--- config.mk ---
export PLATFORM = sky130hd
export DESIGN_NAME = vgs_pwm_scheduler_flat
export DESIGN_NICKNAME = d
export VERILOG_FILES = /design/src/rtl/vgs_pkg.sv /design/src/rtl/vgs_pwm_scheduler_if.sv /design/src/rtl/vgs_period_counter.sv /design/src/rtl/vgs_pwm_scheduler.sv /design/src/flat_wrapper.sv
export SDC_FILE = /design/constraint.sdc
export NUM_CORES = 1
export LEC_CHECK = 0
export CORE_ASPECT_RATIO = 2
export CORE_MARGIN = 10
export CORE_UTILIZATION = 38
export CTS_CLUSTER_SIZE = 16
export DETAILED_ROUTE_END_ITERATION = 8
export GPL_ROUTABILITY_DRIVEN = 0
export MAX_ROUTING_LAYER = met4
export SETUP_SLACK_MARGIN = 0.4
export SYNTH_ARGS = -nofsm -noshare
export SYNTH_HDL_FRONTEND = slang
export SYNTH_SLANG_ARGS = --single-unit
--- constraint.sdc ---
create_clock -name clk -period 7.77 [get_ports clk]
set_input_delay 0.777 -clock clk [delete_from_list [all_inputs] [get_ports clk]]
set_output_delay 0.777 -clock clk [all_outputs]
set_load 0.02 [all_outputs]
--- src/rtl/vgs_pkg.sv ---
// Shared constants and FSM state encoding for the VGS PWM scheduler.
package vgs_pkg;

    localparam int unsigned CNT_W      = 16;
    localparam int unsigned MIN_ON     = 3;
    localparam int unsigned MIN_OFF    = 3;
    localparam int unsigned PERIOD_MIN = 8;
    localparam int unsigned SS_STEP    = 1;

    typedef enum logic [1:0] {
        ST_IDLE      = 2'd0,
        ST_SOFTSTART = 2'd1,
        ST_RUN       = 2'd2,
        ST_FAULT     = 2'd3
    } vgs_state_e;

endpackage

--- src/rtl/vgs_pwm_scheduler_if.sv ---
// Config handshake bundle: the host offers period/on-time, the scheduler accepts.
interface vgs_pwm_scheduler_if #(
    parameter int unsigned CNT_W = vgs_pkg::CNT_W
);

    logic             cfg_valid;
    logic             cfg_ready;
    logic [CNT_W-1:0] cfg_period;
    logic [CNT_W-1:0] cfg_on;

    modport master (output cfg_valid, output cfg_period, output cfg_on, input  cfg_ready);
    modport slave  (input  cfg_valid, input  cfg_period, input  cfg_on, output cfg_ready);

endinterface

--- src/rtl/vgs_period_counter.sv ---
// Period counter: counts 0..period-1 while running, held at 0 otherwise,
// and flags the first cycle of every period.
module vgs_period_counter #(
    parameter int unsigned CNT_W = vgs_pkg::CNT_W
) (
    input  logic             clk,
    input  logic             rst_n,
    input  logic             run_i,
    input  logic             keep_i,
    input  logic [CNT_W-1:0] period_i,
    output logic [CNT_W-1:0] cnt_d_c,
    output logic             wrap_c,
    output logic             period_start_o
);

    logic [CNT_W-1:0] cnt_q;
    logic             period_start_q;

    assign wrap_c = run_i && (cnt_q == period_i - CNT_W'(1));

    // run_i: counting this cycle; keep_i: still counting next cycle
    always_comb begin
        cnt_d_c = '0;
        if (keep_i && run_i && !wrap_c) begin
            cnt_d_c = cnt_q + CNT_W'(1);
        end
    end

    always_ff @(posedge clk or negedge rst_n) begin
        if (!rst_n) begin
            cnt_q          <= '0;
            period_start_q <= 1'b0;
        end else begin
            cnt_q          <= cnt_d_c;
            period_start_q <= keep_i && (cnt_d_c == '0);
        end
    end

    assign period_start_o = period_start_q;

endmodule

--- src/rtl/vgs_pwm_scheduler.sv ---
// PWM drive scheduler for vgs_controller: config shadowing and clamping,
// soft-start ramp, graceful stop at period end and latched fault handling.
module vgs_pwm_scheduler
    import vgs_pkg::vgs_state_e, vgs_pkg::ST_IDLE, vgs_pkg::ST_SOFTSTART,
           vgs_pkg::ST_RUN, vgs_pkg::ST_FAULT;
#(
    parameter int unsigned CNT_W      = vgs_pkg::CNT_W,
    parameter int unsigned MIN_ON     = vgs_pkg::MIN_ON,
    parameter int unsigned MIN_OFF    = vgs_pkg::MIN_OFF,
    parameter int unsigned PERIOD_MIN = vgs_pkg::PERIOD_MIN,
    parameter int unsigned SS_STEP    = vgs_pkg::SS_STEP
) (
    input  logic               clk,
    input  logic               rst_n,
    input  logic               enable,
    vgs_pwm_scheduler_if.slave cfg,
    input  logic               fault,
    input  logic               fault_clr,
    output logic               pwm_out,
    output logic               period_start,
    output logic [1:0]         state,
    output logic               fault_latched
);

    function automatic logic [CNT_W-1:0] clamp_period(input logic [CNT_W-1:0] p);
        return (p < CNT_W'(PERIOD_MIN)) ? CNT_W'(PERIOD_MIN) : p;
    endfunction

    function automatic logic [CNT_W-1:0] clamp_on(input logic [CNT_W-1:0] on,
                                                  input logic [CNT_W-1:0] per);
        logic [CNT_W-1:0] lo;
        logic [CNT_W-1:0] hi;
        lo = (on < CNT_W'(MIN_ON)) ? CNT_W'(MIN_ON) : on;
        hi = per - CNT_W'(MIN_OFF);
        if (on == '0) return '0;
        return (lo > hi) ? hi : lo;
    endfunction

    function automatic logic [CNT_W-1:0] ss_floor(input logic [CNT_W-1:0] tgt);
        return (tgt < CNT_W'(MIN_ON)) ? tgt : CNT_W'(MIN_ON);
    endfunction

    function automatic logic [CNT_W-1:0] ss_step(input logic [CNT_W-1:0] act,
                                                 input logic [CNT_W-1:0] tgt);
        logic [CNT_W:0] sum;
        sum = {1'b0, act} + (CNT_W+1)'(SS_STEP);
        return (sum > {1'b0, tgt}) ? tgt : sum[CNT_W-1:0];
    endfunction

    function automatic logic big_jump(input logic [CNT_W-1:0] act,
                                      input logic [CNT_W-1:0] tgt);
        return {1'b0, tgt} > ({1'b0, act} + (CNT_W+1)'(4 * SS_STEP));
    endfunction

    vgs_state_e       state_q, state_d;
    logic [CNT_W-1:0] act_period_q, act_period_d;
    logic [CNT_W-1:0] on_tgt_q, on_tgt_d;
    logic [CNT_W-1:0] on_act_q, on_act_d;
    logic [CNT_W-1:0] pend_period_q, pend_period_d;
    logic [CNT_W-1:0] pend_on_q, pend_on_d;
    logic             pwm_q, pwm_d;
    logic             fault_latched_q, fault_latched_d;
    logic             cfg_ready_q, cfg_ready_d;

    logic             xfer_c;
    logic [CNT_W-1:0] cfg_period_c;
    logic [CNT_W-1:0] cfg_on_c;
    logic             run_q_c;
    logic             run_d_c;
    logic [CNT_W-1:0] cnt_d_c;
    logic             wrap_c;

    assign xfer_c       = cfg.cfg_valid && cfg_ready_q;
    assign cfg_period_c = clamp_period(cfg.cfg_period);
    assign cfg_on_c     = clamp_on(cfg.cfg_on, cfg_period_c);
    assign run_q_c      = (state_q == ST_SOFTSTART) || (state_q == ST_RUN);
    assign run_d_c      = (state_d == ST_SOFTSTART) || (state_d == ST_RUN);

    vgs_period_counter #(.CNT_W(CNT_W)) u_counter (
        .clk            (clk),
        .rst_n          (rst_n),
        .run_i          (run_q_c),
        .keep_i         (run_d_c),
        .period_i       (act_period_q),
        .cnt_d_c        (cnt_d_c),
        .wrap_c         (wrap_c),
        .period_start_o (period_start)
    );

    // Next state; pending config is promoted at entry and at every wrap,
    // a same-cycle transfer included.
    always_comb begin
        state_d       = state_q;
        act_period_d  = act_period_q;
        on_tgt_d      = on_tgt_q;
        on_act_d      = on_act_q;
        pend_period_d = xfer_c ? cfg_period_c : pend_period_q;
        pend_on_d     = xfer_c ? cfg_on_c     : pend_on_q;

        unique case (state_q)
            ST_IDLE: begin
                if (enable) begin
                    act_period_d = pend_period_d;
                    on_tgt_d     = pend_on_d;
                    on_act_d     = ss_floor(pend_on_d);
                    state_d      = (pend_on_d == '0) ? ST_RUN : ST_SOFTSTART;
                end
            end
            ST_SOFTSTART, ST_RUN: begin
                if (wrap_c) begin
                    act_period_d = pend_period_d;
                    on_tgt_d     = pend_on_d;
                    if (!enable) begin
                        state_d = ST_IDLE;
                    end else if (state_q == ST_SOFTSTART) begin
                        on_act_d = ss_step(on_act_q, pend_on_d);
                        if (on_act_d == pend_on_d) state_d = ST_RUN;
                    end else if (big_jump(on_act_q, pend_on_d)) begin
                        on_act_d = ss_floor(pend_on_d);
                        state_d  = ST_SOFTSTART;
                    end else begin
                        on_act_d = pend_on_d;
                    end
                end
            end
            ST_FAULT: begin
                if (!fault && fault_clr) state_d = ST_IDLE;
            end
            default: state_d = ST_IDLE;
        endcase

        if (fault) state_d = ST_FAULT;
    end

    assign pwm_d           = run_d_c && (cnt_d_c < on_act_d);
    assign fault_latched_d = (state_d == ST_FAULT);
    assign cfg_ready_d     = (state_d != ST_FAULT);

    always_ff @(posedge clk or negedge rst_n) begin
        if (!rst_n) begin
            state_q         <= ST_IDLE;
            act_period_q    <= CNT_W'(PERIOD_MIN);
            on_tgt_q        <= '0;
            on_act_q        <= '0;
            pend_period_q   <= CNT_W'(PERIOD_MIN);
            pend_on_q       <= '0;
            pwm_q           <= 1'b0;
            fault_latched_q <= 1'b0;
            cfg_ready_q     <= 1'b1;
        end else begin
            state_q         <= state_d;
            act_period_q    <= act_period_d;
            on_tgt_q        <= on_tgt_d;
            on_act_q        <= on_act_d;
            pend_period_q   <= pend_period_d;
            pend_on_q       <= pend_on_d;
            pwm_q           <= pwm_d;
            fault_latched_q <= fault_latched_d;
            cfg_ready_q     <= cfg_ready_d;
        end
    end

    assign pwm_out       = pwm_q;
    assign state         = 2'(state_q);
    assign fault_latched = fault_latched_q;
    assign cfg.cfg_ready = cfg_ready_q;

endmodule

--- src/flat_wrapper.sv ---
// flat-port wrapper written by rule: the top's interface ports become plain ports
module vgs_pwm_scheduler_flat import vgs_pkg::vgs_state_e, vgs_pkg::ST_IDLE, vgs_pkg::ST_SOFTSTART,
           vgs_pkg::ST_RUN, vgs_pkg::ST_FAULT;
#(
    parameter int unsigned CNT_W      = vgs_pkg::CNT_W,
    parameter int unsigned MIN_ON     = vgs_pkg::MIN_ON,
    parameter int unsigned MIN_OFF    = vgs_pkg::MIN_OFF,
    parameter int unsigned PERIOD_MIN = vgs_pkg::PERIOD_MIN,
    parameter int unsigned SS_STEP    = vgs_pkg::SS_STEP
)
  (clk, rst_n, enable, fault, fault_clr, pwm_out, period_start, state, fault_latched, cfg_cfg_valid, cfg_cfg_period, cfg_cfg_on, cfg_cfg_ready);
  vgs_pwm_scheduler_if #(.CNT_W(CNT_W)) cfg_i ();
  input  logic clk;
  input  logic rst_n;
  input  logic enable;
  input  logic fault;
  input  logic fault_clr;
  output logic pwm_out;
  output logic period_start;
  output logic [1:0] state;
  output logic fault_latched;
  input wire logic [$bits(cfg_i.cfg_valid)-1:0] cfg_cfg_valid;
  input wire logic [$bits(cfg_i.cfg_period)-1:0] cfg_cfg_period;
  input wire logic [$bits(cfg_i.cfg_on)-1:0] cfg_cfg_on;
  output wire logic [$bits(cfg_i.cfg_ready)-1:0] cfg_cfg_ready;
  assign cfg_i.cfg_valid = cfg_cfg_valid;
  assign cfg_i.cfg_period = cfg_cfg_period;
  assign cfg_i.cfg_on = cfg_cfg_on;
  assign cfg_cfg_ready = cfg_i.cfg_ready;
  vgs_pwm_scheduler #(.CNT_W(CNT_W), .MIN_ON(MIN_ON), .MIN_OFF(MIN_OFF), .PERIOD_MIN(PERIOD_MIN), .SS_STEP(SS_STEP)) u_core (.clk(clk), .rst_n(rst_n), .enable(enable), .cfg(cfg_i), .fault(fault), .fault_clr(fault_clr), .pwm_out(pwm_out), .period_start(period_start), .state(state), .fault_latched(fault_latched));
endmodule
Yosys cells after proc, flatten, opt, wreduce, memory -nomap -nowiden
Cells that the tools add are included.
- eq/ne operators: 11
- magnitude comparators: 7
- $add $sub $neg: 5
- reduce and logical (&&, ||, !) cells: 18
- mux-type cells: 30
- operator list (cell ; number):
    two-way mux 16 bit ; 17
    case mux 16 bit (2 select lines) ; 2
    logical NOT 16 bit ; 3
    equality test 16 bit ; 2
    < comparator 16 x 2 -> 1 bit, second input constant ; 2
    two-way mux 2 bit ; 9
    adder 16 x 1 -> 17 bit, second input constant ; 1
    adder 16 x 3 -> 17 bit, second input constant ; 1
    > comparator 16 x 17 -> 1 bit ; 1
    > comparator 17 x 16 -> 1 bit ; 1
    adder 16 x 1 -> 16 bit, second input constant ; 1
    > comparator 16 bit ; 1
    < comparator 16 bit ; 1
    < comparator 16 x 4 -> 1 bit, second input constant ; 1
    subtractor 16 x 1 -> 16 bit, second input constant ; 1
    subtractor 16 x 2 -> 16 bit, second input constant ; 1
    equality test 2 bit, second input constant ; 4
    logical AND 1 bit ; 7
    != test 2 bit, second input constant ; 3
    case mux 2 bit (3 select lines) ; 1
    equality test 2 x 1 -> 1 bit, second input constant ; 2
    AND reduction 3 bit ; 1
    logical NOT 1 bit ; 2
    logical NOT 2 bit ; 1
    other kinds (4) ; 5
- register bits after elaboration: 86
- bits of input ports: 38

Depth between registers and ports, before layout
Gate-level depths: netlist of run 1.
- depth after elaboration: 23
- depth in mapped cells: 47
- mapped depth without buffers: 43

Hierarchy
From an unflattened synthesis of run 1, not the netlist that was laid out.
- cells, all modules: 916
- area, all modules: 7791.2 µm²
- modules (own cells, without submodules) (module ; area an instance (µm²) ; instances ; seq. area each (µm²) ; cells an instance):
    vgs_pwm_scheduler ; 6033.3 ; 1 ; 1730.4 ; 707
    vgs_period_counter ; 1757.9 ; 1 ; 425.4 ; 209

Worst setup path after synthesis of run 1
No wires, ideal clock.
- kind: in2reg
- start: input cfg_cfg_period[5]
- end: register u_core.pwm_q, in the netlist u_core.pwm_out
- path slack: -1917 ps
- stages: 46
- data arrival time: 9624 ps
- buffers on the path: 5
- cell sequence: clkbuf_1 > nor4_1 > and4b_1 > nand2_1 > nand2_1 > inv_1 > ha_1 > or4_1 > clkbuf_1 > nor3_1 > nand3_1 > xor2_1 > ha_1 > nand4_1 > or3_1 > a21oi_1 > nand4bb_1 > buf_2 > [10 not listed] > nor2_1 > o311a_1 > a211o_1 > ha_1 > o211ai_2 > clkbuf_1 > nor2_1 > ha_1 > a21o_1 > a21o_1 > a21o_1 > a21o_1 > a21oi_1 > nor2b_1 > o21ai_0 > and4b_1 > nor3b_1 > a21o_1
- cells in the longest elaborated chain, start to end: 23
- elaborated cells between the ends (all ways): 37
- those cells by class: 1 x add/sub; 6 x order compare; 3 x eq/ne; 22 x mux; 5 x reduce/logical
- RTL lines (element ; line ; text):
    start, declared ; flat_wrapper.sv:23 ; input wire logic [$bits(cfg_i.cfg_period)-1:0] cfg_cfg_period;
    < comparator 16 x 4 -> 1 bit ; vgs_pwm_scheduler.sv:26 ; return (p < CNT_W'(PERIOD_MIN)) ? CNT_W'(PERIOD_MIN) : p;
    two-way mux 16 bit (*) ; vgs_pwm_scheduler.sv:26 ;
    subtractor 16 x 2 -> 16 bit (*) ; vgs_pwm_scheduler.sv:34 ; hi = per - CNT_W'(MIN_OFF);
    > comparator 16 bit ; vgs_pwm_scheduler.sv:36 ; return (lo > hi) ? hi : lo;
    two-way mux 16 bit (*) (2 in series) ; vgs_pwm_scheduler.sv:36 ;
    two-way mux 16 bit (*) ; vgs_pwm_scheduler.sv:98 ; pend_on_d = xfer_c ? cfg_on_c : pend_on_q;
    named net u_core.pend_on_d[12] ; vgs_pwm_scheduler.sv:60 ; logic [CNT_W-1:0] pend_on_q, pend_on_d;
    > comparator 17 x 16 -> 1 bit ; vgs_pwm_scheduler.sv:47 ; return (sum > {1'b0, tgt}) ? tgt : sum[CNT_W-1:0];
    [8 not listed] ; n/a ;
    named net u_core.state_d[0] ; vgs_pwm_scheduler.sv:55 ; vgs_state_e state_q, state_d;
    equality test 2 x 1 -> 1 bit or equality test 2 bit (tied branches) ; vgs_pwm_scheduler.sv:77 ; assign run_d_c = (state_d == ST_SOFTSTART) || (state_d == ST_RUN);
    logical OR 1 bit (*) ; vgs_pwm_scheduler.sv:77 ;
    logical AND 1 bit (*) (2 in series) ; vgs_period_counter.sv:24 ; if (keep_i && run_i && !wrap_c) begin
    two-way mux 16 bit (*) ; vgs_period_counter.sv:24 ;
    named net u_core.cnt_d_c[9] ; vgs_pwm_scheduler.sv:70 ; logic [CNT_W-1:0] cnt_d_c;
    < comparator 16 bit (*) ; vgs_pwm_scheduler.sv:135 ; assign pwm_d = run_d_c && (cnt_d_c < on_act_d);
    logical AND 1 bit (*) ; vgs_pwm_scheduler.sv:135 ;
    named net u_core.pwm_d ; vgs_pwm_scheduler.sv:61 ; logic pwm_q, pwm_d;
    end signal, assigned ; vgs_pwm_scheduler.sv:157 ; pwm_q <= pwm_d;
    end, declared ; vgs_pwm_scheduler.sv:61 ;
The timed path passes the listed nets; every way through them passes the cells marked *.
A chain may end at the register's enable or synchronous reset.

Worst setup path after layout of run 1
- start: input cfg_cfg_period[12]
- end: register u_core.pwm_q, in the netlist u_core.pwm_out
The elaborated chain is that of the path after synthesis.

==> results of run 1 <==
## cell usage after synthesis (all sizes together) (7+ instances only)
cell type	instances	area (um^2)
o31ai	8	65.1
nand4	23	144
or2	7	43.8
dfrtp	83	2080
nand2	78	295
o21ai	39	195
and3	16	100
clkbuf	40	151
nor3	19	95.1
xor2	22	193
a22oi	9	72.6
a21oi	51	259
or3	10	67.6
a31oi	9	62.6
ha	72	901
nor4b	7	76.3
inv	40	150
o21a	12	90.1
nor2b	14	87.6
nor2	73	277
mux2	30	338
nand3	37	185
mux2i	13	130
and2	10	62.6
xnor2	47	412
buf	10	51.3
a21o	13	97.6
nor4	19	131
## power groups by stage
stage               clock [mW]  combinational [mW]  sequential (mW)
finish                   0.441                1.82            0.723
global placement             0                1.61            0.722
global route             0.467                1.97            0.739
detailed placement           0                1.63            0.726
CTS                      0.449                1.71            0.720
floorplan                    0               0.965            0.692
## flip-flops by register name (all words and copies together) (netlist names)
name                             count
u_core.pend_period_q                16
u_core.u_counter.cnt_q              16
u_core.cfg.cfg_ready                 1
u_core.pend_on_q                    16
u_core.pwm_out                       1
u_core.fault_latched                 1
u_core.act_period_q                 16
u_core.state                         2
u_core.u_counter.period_start_o      1
u_core.on_act_q                     16
## per-layer routing
metal,global-route usage [%],wire (um),up-vias
met5,-,0,-
met4,16.7,2480,0
met3,2.58,812,125
met2,39.8,15900,220
met1,18.7,9440,3824
li1,-,-,3837
## path summary, 6_finish.rpt
| kind | startpoint | end | slack, ps |
|---|---|---|---|
| max | cfg_cfg_period[12] | u_core.pwm_out | -530 |
| min | rst_n | u_core.u_counter.cnt_q[14] | 360 |
| max reg2reg | u_core.on_act_q[2] | u_core.pwm_out | 1460 |
| min reg2reg | u_core.pend_period_q[14] | u_core.pend_period_q[14] | 500 |
| max in group asynchronous | rst_n | u_core.pend_on_q[9] | 6380 |
| min in group clk | u_core.pend_period_q[14] | u_core.pend_period_q[14] | 500 |
## through the flow
stage / power (mW) / worst slack, ps / util, % / cell area (um^2)
5_1_grt: 3.18 / -894 / 54.0 / 11000
4_1_cts: 2.88 / -774 / 52.1 / 10600
3_3_place_gp: 2.34 / -1730 / 49.3 / 10000
6_report: 2.98 / -534 / 54.0 / 11000
3_5_place_dp: 2.35 / -1750 / 49.3 / 10000
2_1_floorplan: 1.66 / -753 / - / 8190
## worst max-delay path: cells and delay by family
kind,cells,cell delay (ps)
compound gates,17,2600
fa+ha+maj,5,1200
buf+inv,8,1220
mux,1,300
simple gates,14,2500
## cell families (layout without fill, tap and decap cells)
group	after synthesis	in the layout	synth area share (%)
AND/OR/NAND/NOR	354	354	24.3
AO/OA/AOI/OAI	208	208	18.4
buffers and inverters	90	314	4.49
flip-flops	86	86	27.4
adder cells (fa/ha/maj)	72	72	11.5
XOR/XNOR	70	70	7.97
multiplexers	43	43	5.95
## area by class of cell
cell class | count | area (um^2)
Fill cell | 1928 | 9370
Clock buffer | 9 | 225
Tap cell | 266 | 333
Inverter | 40 | 150
Sequential cell | 86 | 2160
Multi-Input combinational cell | 747 | 5940
Clock inverter | 7 | 73.8
Timing Repair Buffer | 258 | 2120
## timing repair
item                       4_1_cts  5_1_grt
setup endpoints to repair       19       22
gates cloned                     1        0
setup buffers                   16       17
resized for setup               51       75
hold buffers                     0        0
pin swaps                       16       18
==> results.sh, run 1 <==
export IMPL_synthCells=923
export IMPL_hold_path_class="in -> async"
export IMPL_vias=8006
export IMPL_die_w_um=122
export IMPL_die_area_um2=27200
export IMPL_critPathMaxFanout=6
export IMPL_fp_row_count=74
export IMPL_syn_nets=1033
export IMPL_cts_clk_slew_worst_paths_ps=70
export IMPL_initial_core_util_pct=38.6
export IMPL_pwr_share_seq_pct=24.2
export IMPL_p_int_mw=1.70
export IMPL_p_leak_nw=4.77
export IMPL_p_sw_mw=1.28
export IMPL_power_frac_clock_pct=14.8
export IMPL_path_class="in -> reg"
export IMPL_netlist_area_um2=7860
export IMPL_period_minus_slack_ps=8300
export IMPL_rsz0062_at_grt="yes"
export IMPL_fin_tns_setup_ps=-1330
export IMPL_critPathLaunchType="primary input"
export IMPL_grt_pass1_wl_mm=43.7
export IMPL_grt_max_degree=52
export IMPL_crit_slowest_cell="or4_4"
export IMPL_final_cell_mix="buf_4, dfrtp_1, nand2_1, nor2_1, ha_1"
export IMPL_coreArea_um2=20400
export IMPL_h_tree_depth=3
export IMPL_cap_violations=0
export IMPL_final_cells=1413
export IMPL_cts_sinks=86
export IMPL_fin_worst_skew_ps=10.7
export IMPL_grt_overflow=0
export IMPL_synthFlopType="dfrtp_1"
export IMPL_fp_dieH_um=223
export IMPL_placed_cells=1363
export IMPL_violations="setup timing"
export IMPL_viasPerCell=5.67
export IMPL_cp_slowest_stage_delay_ps=520
export IMPL_crit_arrival_ps=8620
export IMPL_grt_usage_pct=21.4
export IMPL_worst_pin_slew_ps=790
export IMPL_synth_seq_cells=86
export IMPL_yosys_warnings=0
export IMPL_fmax_mhz=120
export IMPL_peakVddDrop_mv=0.138
export IMPL_ant_nets=0
export IMPL_ys_types=88
export IMPL_drc=0
export IMPL_drt_initial_drc_count=448
export IMPL_synthArstFlopShare_pct=100
export IMPL_wl_mm=28.6
export IMPL_fin_nets=1252
export IMPL_swShare_pct=42.8
export IMPL_drive_gt1_share_pct=33.9
export IMPL_ys_seq_area_share_pct=27.4
export IMPL_power_density_nw_per_um2=271
export IMPL_tritoncts="built"
export IMPL_reg2regPathDepth=30
export IMPL_numPortBuffers=43
export IMPL_worst_hold_slack_ps=359
export IMPL_wl_per_cell_um=20.2
export IMPL_required_ps=8080
export IMPL_setup_violations_final=3
export IMPL_worst_path_most_repeated_cell="a21o_1"
export IMPL_postLayoutSetupSlackWorst_ps=-534
export IMPL_period_share_pct=107
export IMPL_hold_viol=0
export IMPL_cts_root_buf="clkbuf_16"
export IMPL_io_pins=44
export IMPL_final_common_cell="buf_4"
export IMPL_drt_pass1_iter_count=5
export IMPL_num_antenna_cells=0
export IMPL_hpwl_mm=23.3
export IMPL_status="complete, but fails checks"
export IMPL_cts_buffer_depth=2
export IMPL_numCtsBuffers=9
export IMPL_antenna_found_initial=0
export IMPL_maxSlewHeadroom_pct=47.3
export IMPL_avgSynthCellArea_um2=8.52
export IMPL_synth_edf_count=0
export IMPL_areaGrowthSynthToFinish_pct=39.8
export IMPL_grt_pass1_vias=8191
export IMPL_combPwrFrac_pct=61.0
export IMPL_slew_violations=0
export IMPL_endpoint_kind="flop"
export IMPL_clkLatencyLatePin_ps=370
Power figures use the tool's default switching activity.
==> run 2: changes to the inputs <==
--- a/config.mk
+++ b/config.mk
@@ -12,6 +12,7 @@
 export DETAILED_ROUTE_END_ITERATION = 8
 export GPL_ROUTABILITY_DRIVEN = 0
 export MAX_ROUTING_LAYER = met4
+export PLACE_DENSITY_LB_ADDON = 0.1
 export SETUP_SLACK_MARGIN = 0.4
 export SYNTH_ARGS = -nofsm -noshare
 export SYNTH_HDL_FRONTEND = slang
==> constraint.sdc (replaced) <==
create_clock -name clk -period 7.4 [get_ports clk]
set_input_delay 0.74 -clock clk [delete_from_list [all_inputs] [get_ports clk]]
set_output_delay 0.74 -clock clk [all_outputs]
set_load 0.02 [all_outputs]
==> results.sh, run 2 (synthesized netlist as in run 1, its figures left out) <==
export IMPL_power_total_mw=3.33
export IMPL_die_area_um2=27200
export IMPL_maxSlewHeadroom_pct=46.6
export IMPL_antenna_found_initial=0
export IMPL_areaGrowthSynthToFinish_pct=43.5
export IMPL_cap_violations=0
export IMPL_crit_slowest_cell="or4_4"
export IMPL_final_common_cell="buf_4"
export IMPL_numPortBuffers=43
export IMPL_grt_max_degree=51
export IMPL_crit_buf_inv=14
export IMPL_postLayoutSetupSlackWorst_ps=-1040
export IMPL_period_share_pct=114
export IMPL_clkLatencyLatePin_ps=370
export IMPL_drc=0
export IMPL_critPathMaxFanout=7
export IMPL_worst_path_stages=47
export IMPL_fp_row_count=74
export IMPL_cts_root_buf="clkbuf_16"
export IMPL_final_cells=1433
export IMPL_grt_pass1_vias=8269
export IMPL_tritoncts="built"
export IMPL_rr_endpoint="u_core.pwm_out"
export IMPL_required_ps=7710
export IMPL_wl_per_cell_um=20.9
export IMPL_cts_buffer_depth=2
export IMPL_hold_path_class="in -> async"
export IMPL_multi_input_comb_area_um2=5940
export IMPL_io_pins=44
export IMPL_hold_buffers=0
export IMPL_fillers=1895
export IMPL_violations="setup timing"
export IMPL_ant_nets=0
export IMPL_cp_slowest_stage_delay_ps=470
export IMPL_hold_viol=0
export IMPL_crit_family="simple AND/OR/NAND/NOR gates"
export IMPL_placed_cells=1366
export IMPL_vias=8004
export IMPL_fmax_mhz=119
export IMPL_cts_clk_slew_worst_paths_ps=80
export IMPL_drt_initial_drc_count=521
export IMPL_wl_mm=30.0
export IMPL_viasPerCell=5.59
export IMPL_hpwl_mm=23.9
export IMPL_endpoint_kind="flop"
export IMPL_critPathLaunchType="primary input"
export IMPL_worst_pin_slew_ps=800
export IMPL_initial_core_util_pct=38.6
export IMPL_drt_pass1_iter_count=5
export IMPL_num_antenna_cells=0
export IMPL_final_cell_mix="buf_4, dfrtp_1, nand2_1, ha_1, nor2_1"
export IMPL_setup_violations_final=6
export IMPL_status="complete, but fails checks"
export IMPL_path_class="in -> reg"
export IMPL_h_tree_depth=3
export IMPL_fin_nets=1272
export IMPL_grt_usage_pct=22.7
export IMPL_peakVddDrop_mv=0.171
export IMPL_crit_arrival_ps=8750
export IMPL_grt_pass1_wl_mm=45.9
export IMPL_coreArea_um2=20400
export IMPL_p_leak_nw=4.89
export IMPL_crit_path_end="u_core.pwm_out"
export IMPL_numCtsBuffers=9
export IMPL_power_density_nw_per_um2=295
export IMPL_die_w_um=122
export IMPL_worst_path_most_repeated_cell="buf_6"
export IMPL_grt_overflow=0
export IMPL_cts_sinks=86
export IMPL_period_minus_slack_ps=8440
export IMPL_ff_latch_area_um2=2160
export IMPL_reg2regPathDepth=31
export IMPL_r2r_start="u_core.on_act_q[2]"
export IMPL_fin_worst_skew_ps=12.8
export IMPL_rsz0062_at_grt="yes"
export IMPL_fp_dieH_um=223
export IMPL_drive_gt1_share_pct=35.0
export IMPL_crit_start="cfg_cfg_period[11]"
export IMPL_slew_violations=0
export IMPL_reg2reg_slack_ps=1210
## run 2: worst min-delay path by stage
| stage | from | endpoint | cells after the start |
|---|---|---|---|
| floorplan | rst_n | u_core.act_period_q[0] | 0 |
| global placement | u_core.pend_period_q[9] | u_core.pend_period_q[9] | 1 |
| detailed placement | u_core.pend_period_q[15] | u_core.pend_period_q[15] | 1 |
| CTS | rst_n | u_core.u_counter.period_start_o | 1 |
| global route | rst_n | u_core.u_counter.period_start_o | 1 |
| finish | rst_n | u_core.u_counter.period_start_o | 1 |
## run 2: where the power goes
group          leakage (nW)  switching, mW  internal, mW
Sequential             1.09          0.139         0.622
Clock                 0.148          0.229         0.239
Combinational          3.65           1.05          1.05
## run 2: metal layers
| metal | track usage, % | wire length (um) |
|---|---|---|
| met2 | 41.0 | 16500 |
| met5 | - | 0 |
| met3 | 2.81 | 815 |
| met1 | 21.2 | 10400 |
| met4 | 16.4 | 2260 |
## run 2: worst reg2reg max path: cells and delay by family (launching register included)
family / cells / cell delay [ps]
and+or+nand+nor: 12 / 2000
DFF: 1 / 530
adders and majority gates: 4 / 1080
AOI/OAI and AO/OA: 12 / 1760
xor gates and xnor gates: 1 / 410
buffers and inverters: 2 / 360
## run 2: through the flow
| stage | setup WS (ps) | cell area, um^2 | hold WS [ps] | util [%] | setup TNS [ps] |
|---|---|---|---|---|---|
| global placement | -1700 | 10100 | 476 | 49.5 | -10160 |
| CTS | -925 | 11000 | 317 | 53.8 | -1010 |
| global route | -1480 | 11300 | 349 | 55.4 | -6100 |
| floorplan | -1090 | 8190 | 444 | - | -1090 |
| detailed placement | -1810 | 10100 | 483 | 49.5 | -12100 |
| finish | -1040 | 11300 | 306 | 55.4 | -2610 |
## run 2: layout make-up
type                            count  share of cell area, %
Clock inverter                      7                  0.676
Clock buffer                        9                   2.00
Inverter                           40                   1.33
Timing Repair Buffer              278                   21.3
Tap cell                          266                   2.95
Multi-Input combinational cell    747                   52.7
Sequential cell                    86                   19.1
## run 2: repair_timing
item,in CTS,in global routing
setup endpoints to repair,28,30
buffers inserted,33,17
resized for setup,120,45
pin swaps,48,30
cloned,1,0
==> run 3: changes to the inputs <==
--- a/config.mk
+++ b/config.mk
@@ -13,6 +13,7 @@
 export GPL_ROUTABILITY_DRIVEN = 0
 export MAX_ROUTING_LAYER = met4
 export PLACE_DENSITY_LB_ADDON = 0.1
+export RECOVER_POWER = 25
 export SETUP_SLACK_MARGIN = 0.4
 export SYNTH_ARGS = -nofsm -noshare
 export SYNTH_HDL_FRONTEND = slang
==> results.sh, run 3 (synthesized netlist as in run 1, its figures left out) <==
export IMPL_drive_gt1_share_pct=34.9
export IMPL_setup_violations_final=6
export IMPL_maxSlewHeadroom_pct=-90.0
export IMPL_cts_sinks=86
export IMPL_coreArea_um2=20400
export IMPL_num_antenna_cells=0
export IMPL_power_total_mw=3.33
export IMPL_grt_pass1_wl_mm=45.9
export IMPL_worst_pin_slew_ps=2850
export IMPL_grt_max_degree=51
export IMPL_fp_row_count=74
export IMPL_final_cell_mix="buf_4, dfrtp_1, nand2_1, ha_1, nor2_1"
export IMPL_postLayoutCellArea_um2=11300
export IMPL_grt_overflow=0
export IMPL_worst_path_most_repeated_cell="buf_6"
export IMPL_cts_root_buf="clkbuf_16"
export IMPL_endpoint_kind="flop"
export IMPL_critPathLaunchType="primary input"
export IMPL_wl_mm=30.0
export IMPL_status="complete, but fails checks"
export IMPL_rsz0062_at_grt="yes"
export IMPL_hpwl_mm=23.9
export IMPL_cts_clk_slew_worst_paths_ps=80
export IMPL_h_tree_depth=3
export IMPL_crit_slowest_cell="or4_4"
export IMPL_clkLatencyLatePin_ps=370
export IMPL_grt_usage_pct=22.7
export IMPL_numCtsBuffers=9
export IMPL_period_minus_slack_ps=8440
export IMPL_vias=8004
export IMPL_viasPerCell=5.59
export IMPL_fillers=1896
export IMPL_numPortBuffers=43
export IMPL_fmax_mhz=119
export IMPL_drc=0
export IMPL_fin_worst_skew_ps=12.6
export IMPL_grt_pass1_vias=8269
export IMPL_power_density_nw_per_um2=295
export IMPL_path_class="in -> reg"
export IMPL_critPathMaxFanout=7
export IMPL_peakVddDrop_mv=0.171
export IMPL_cts_buffer_depth=2
export IMPL_crit_arrival_ps=8750
export IMPL_ant_nets=0
export IMPL_cap_violations=2
export IMPL_wl_per_cell_um=20.9
export IMPL_cp_slowest_stage_delay_ps=470
export IMPL_tritoncts="built"
export IMPL_hold_path_class="reg -> reg"
export IMPL_areaGrowthSynthToFinish_pct=43.4
export IMPL_hold_viol=0
export IMPL_fp_dieH_um=223
export IMPL_period_share_pct=114
export IMPL_postLayoutSetupSlackWorst_ps=-1040
export IMPL_placedInstanceArea_um2=10100
export IMPL_final_common_cell="buf_4"
export IMPL_io_pins=44
export IMPL_initial_core_util_pct=38.6
export IMPL_slew_violations=89
export IMPL_drt_initial_drc_count=521
export IMPL_violations="capacitance limit, slew limit, setup timing"
export IMPL_fin_nets=1272
export IMPL_required_ps=7710
export IMPL_die_w_um=122
export IMPL_die_area_um2=27200
export IMPL_p_leak_nw=4.88
export IMPL_drt_pass1_iter_count=5
export IMPL_antenna_found_initial=0
==> run 3: metrics by stage <==
step	TNS, ps	hold slack, ps	instances	setup WS [ps]	util (%)
final	-2610	496	1433	-1040	55.4
after global routing	-6100	512	1433	-1480	55.4
after CTS	-1010	317	1416	-925	53.8
after detailed placement	-12100	483	1366	-1810	49.5
after global placement	-10160	476	1366	-1700	49.5
after floorplan	-1090	444	923	-1090	-
==> run 3: what timing repair did <==
item                                    4_1_cts  5_1_grt
hold buffers                                  0        0
pin swaps                                    48       30
cloned                                        1        0
gates resized for setup                     120       45
endpoints found under the setup margin       28       30
buffers inserted                             33       17
==> run 3: final timing paths <==
path,from,end,slack [ps],cells after the start
max,cfg_cfg_period[11],u_core.pwm_out,-1040,47
min,u_core.pend_period_q[4],u_core.pend_period_q[4],500,1
max reg2reg,u_core.on_act_q[2],u_core.pwm_out,1210,31
min reg2reg,u_core.pend_period_q[4],u_core.pend_period_q[4],500,1
max in group asynchronous,rst_n,u_core.pend_on_q[4],2990,2
min in group asynchronous,rst_n,u_core.u_counter.period_start_o,900,1
==> run 3: worst max-delay path: cells and delay by family <==
kind	cells	cell delay [ps]
fa+ha+maj	4	910
compound gates	14	2630
simple gates	14	2770
buf+inv	14	1600
mux	1	60
==> run 3: metal layers <==
| metal | routed length [um] | track usage, % |
|---|---|---|
| met5 | 0 | - |
| met3 | 815 | 2.81 |
| met4 | 2260 | 16.4 |
| met2 | 16500 | 41.0 |
| met1 | 10400 | 21.2 |
==> run 3: where the power goes <==
| group | switching, mW | total, mW | internal (mW) |
|---|---|---|---|
| combinational | 1.05 | 2.10 | 1.04 |
| clock | 0.228 | 0.468 | 0.239 |
| sequential | 0.139 | 0.761 | 0.622 |
| total | 1.42 | 3.33 | 1.91 |
==> run 3: cell type report <==
cell class                      instances  area (um^2)  share of cell area (%)
Clock buffer                            9          225                    2.00
Clock inverter                          7         76.3                   0.677
Inverter                               40          150                    1.33
Multi-Input combinational cell        747         5940                    52.7
Sequential cell                        86         2160                    19.1
Tap cell                              266          333                    2.95
Timing Repair Buffer                  278         2390                    21.2
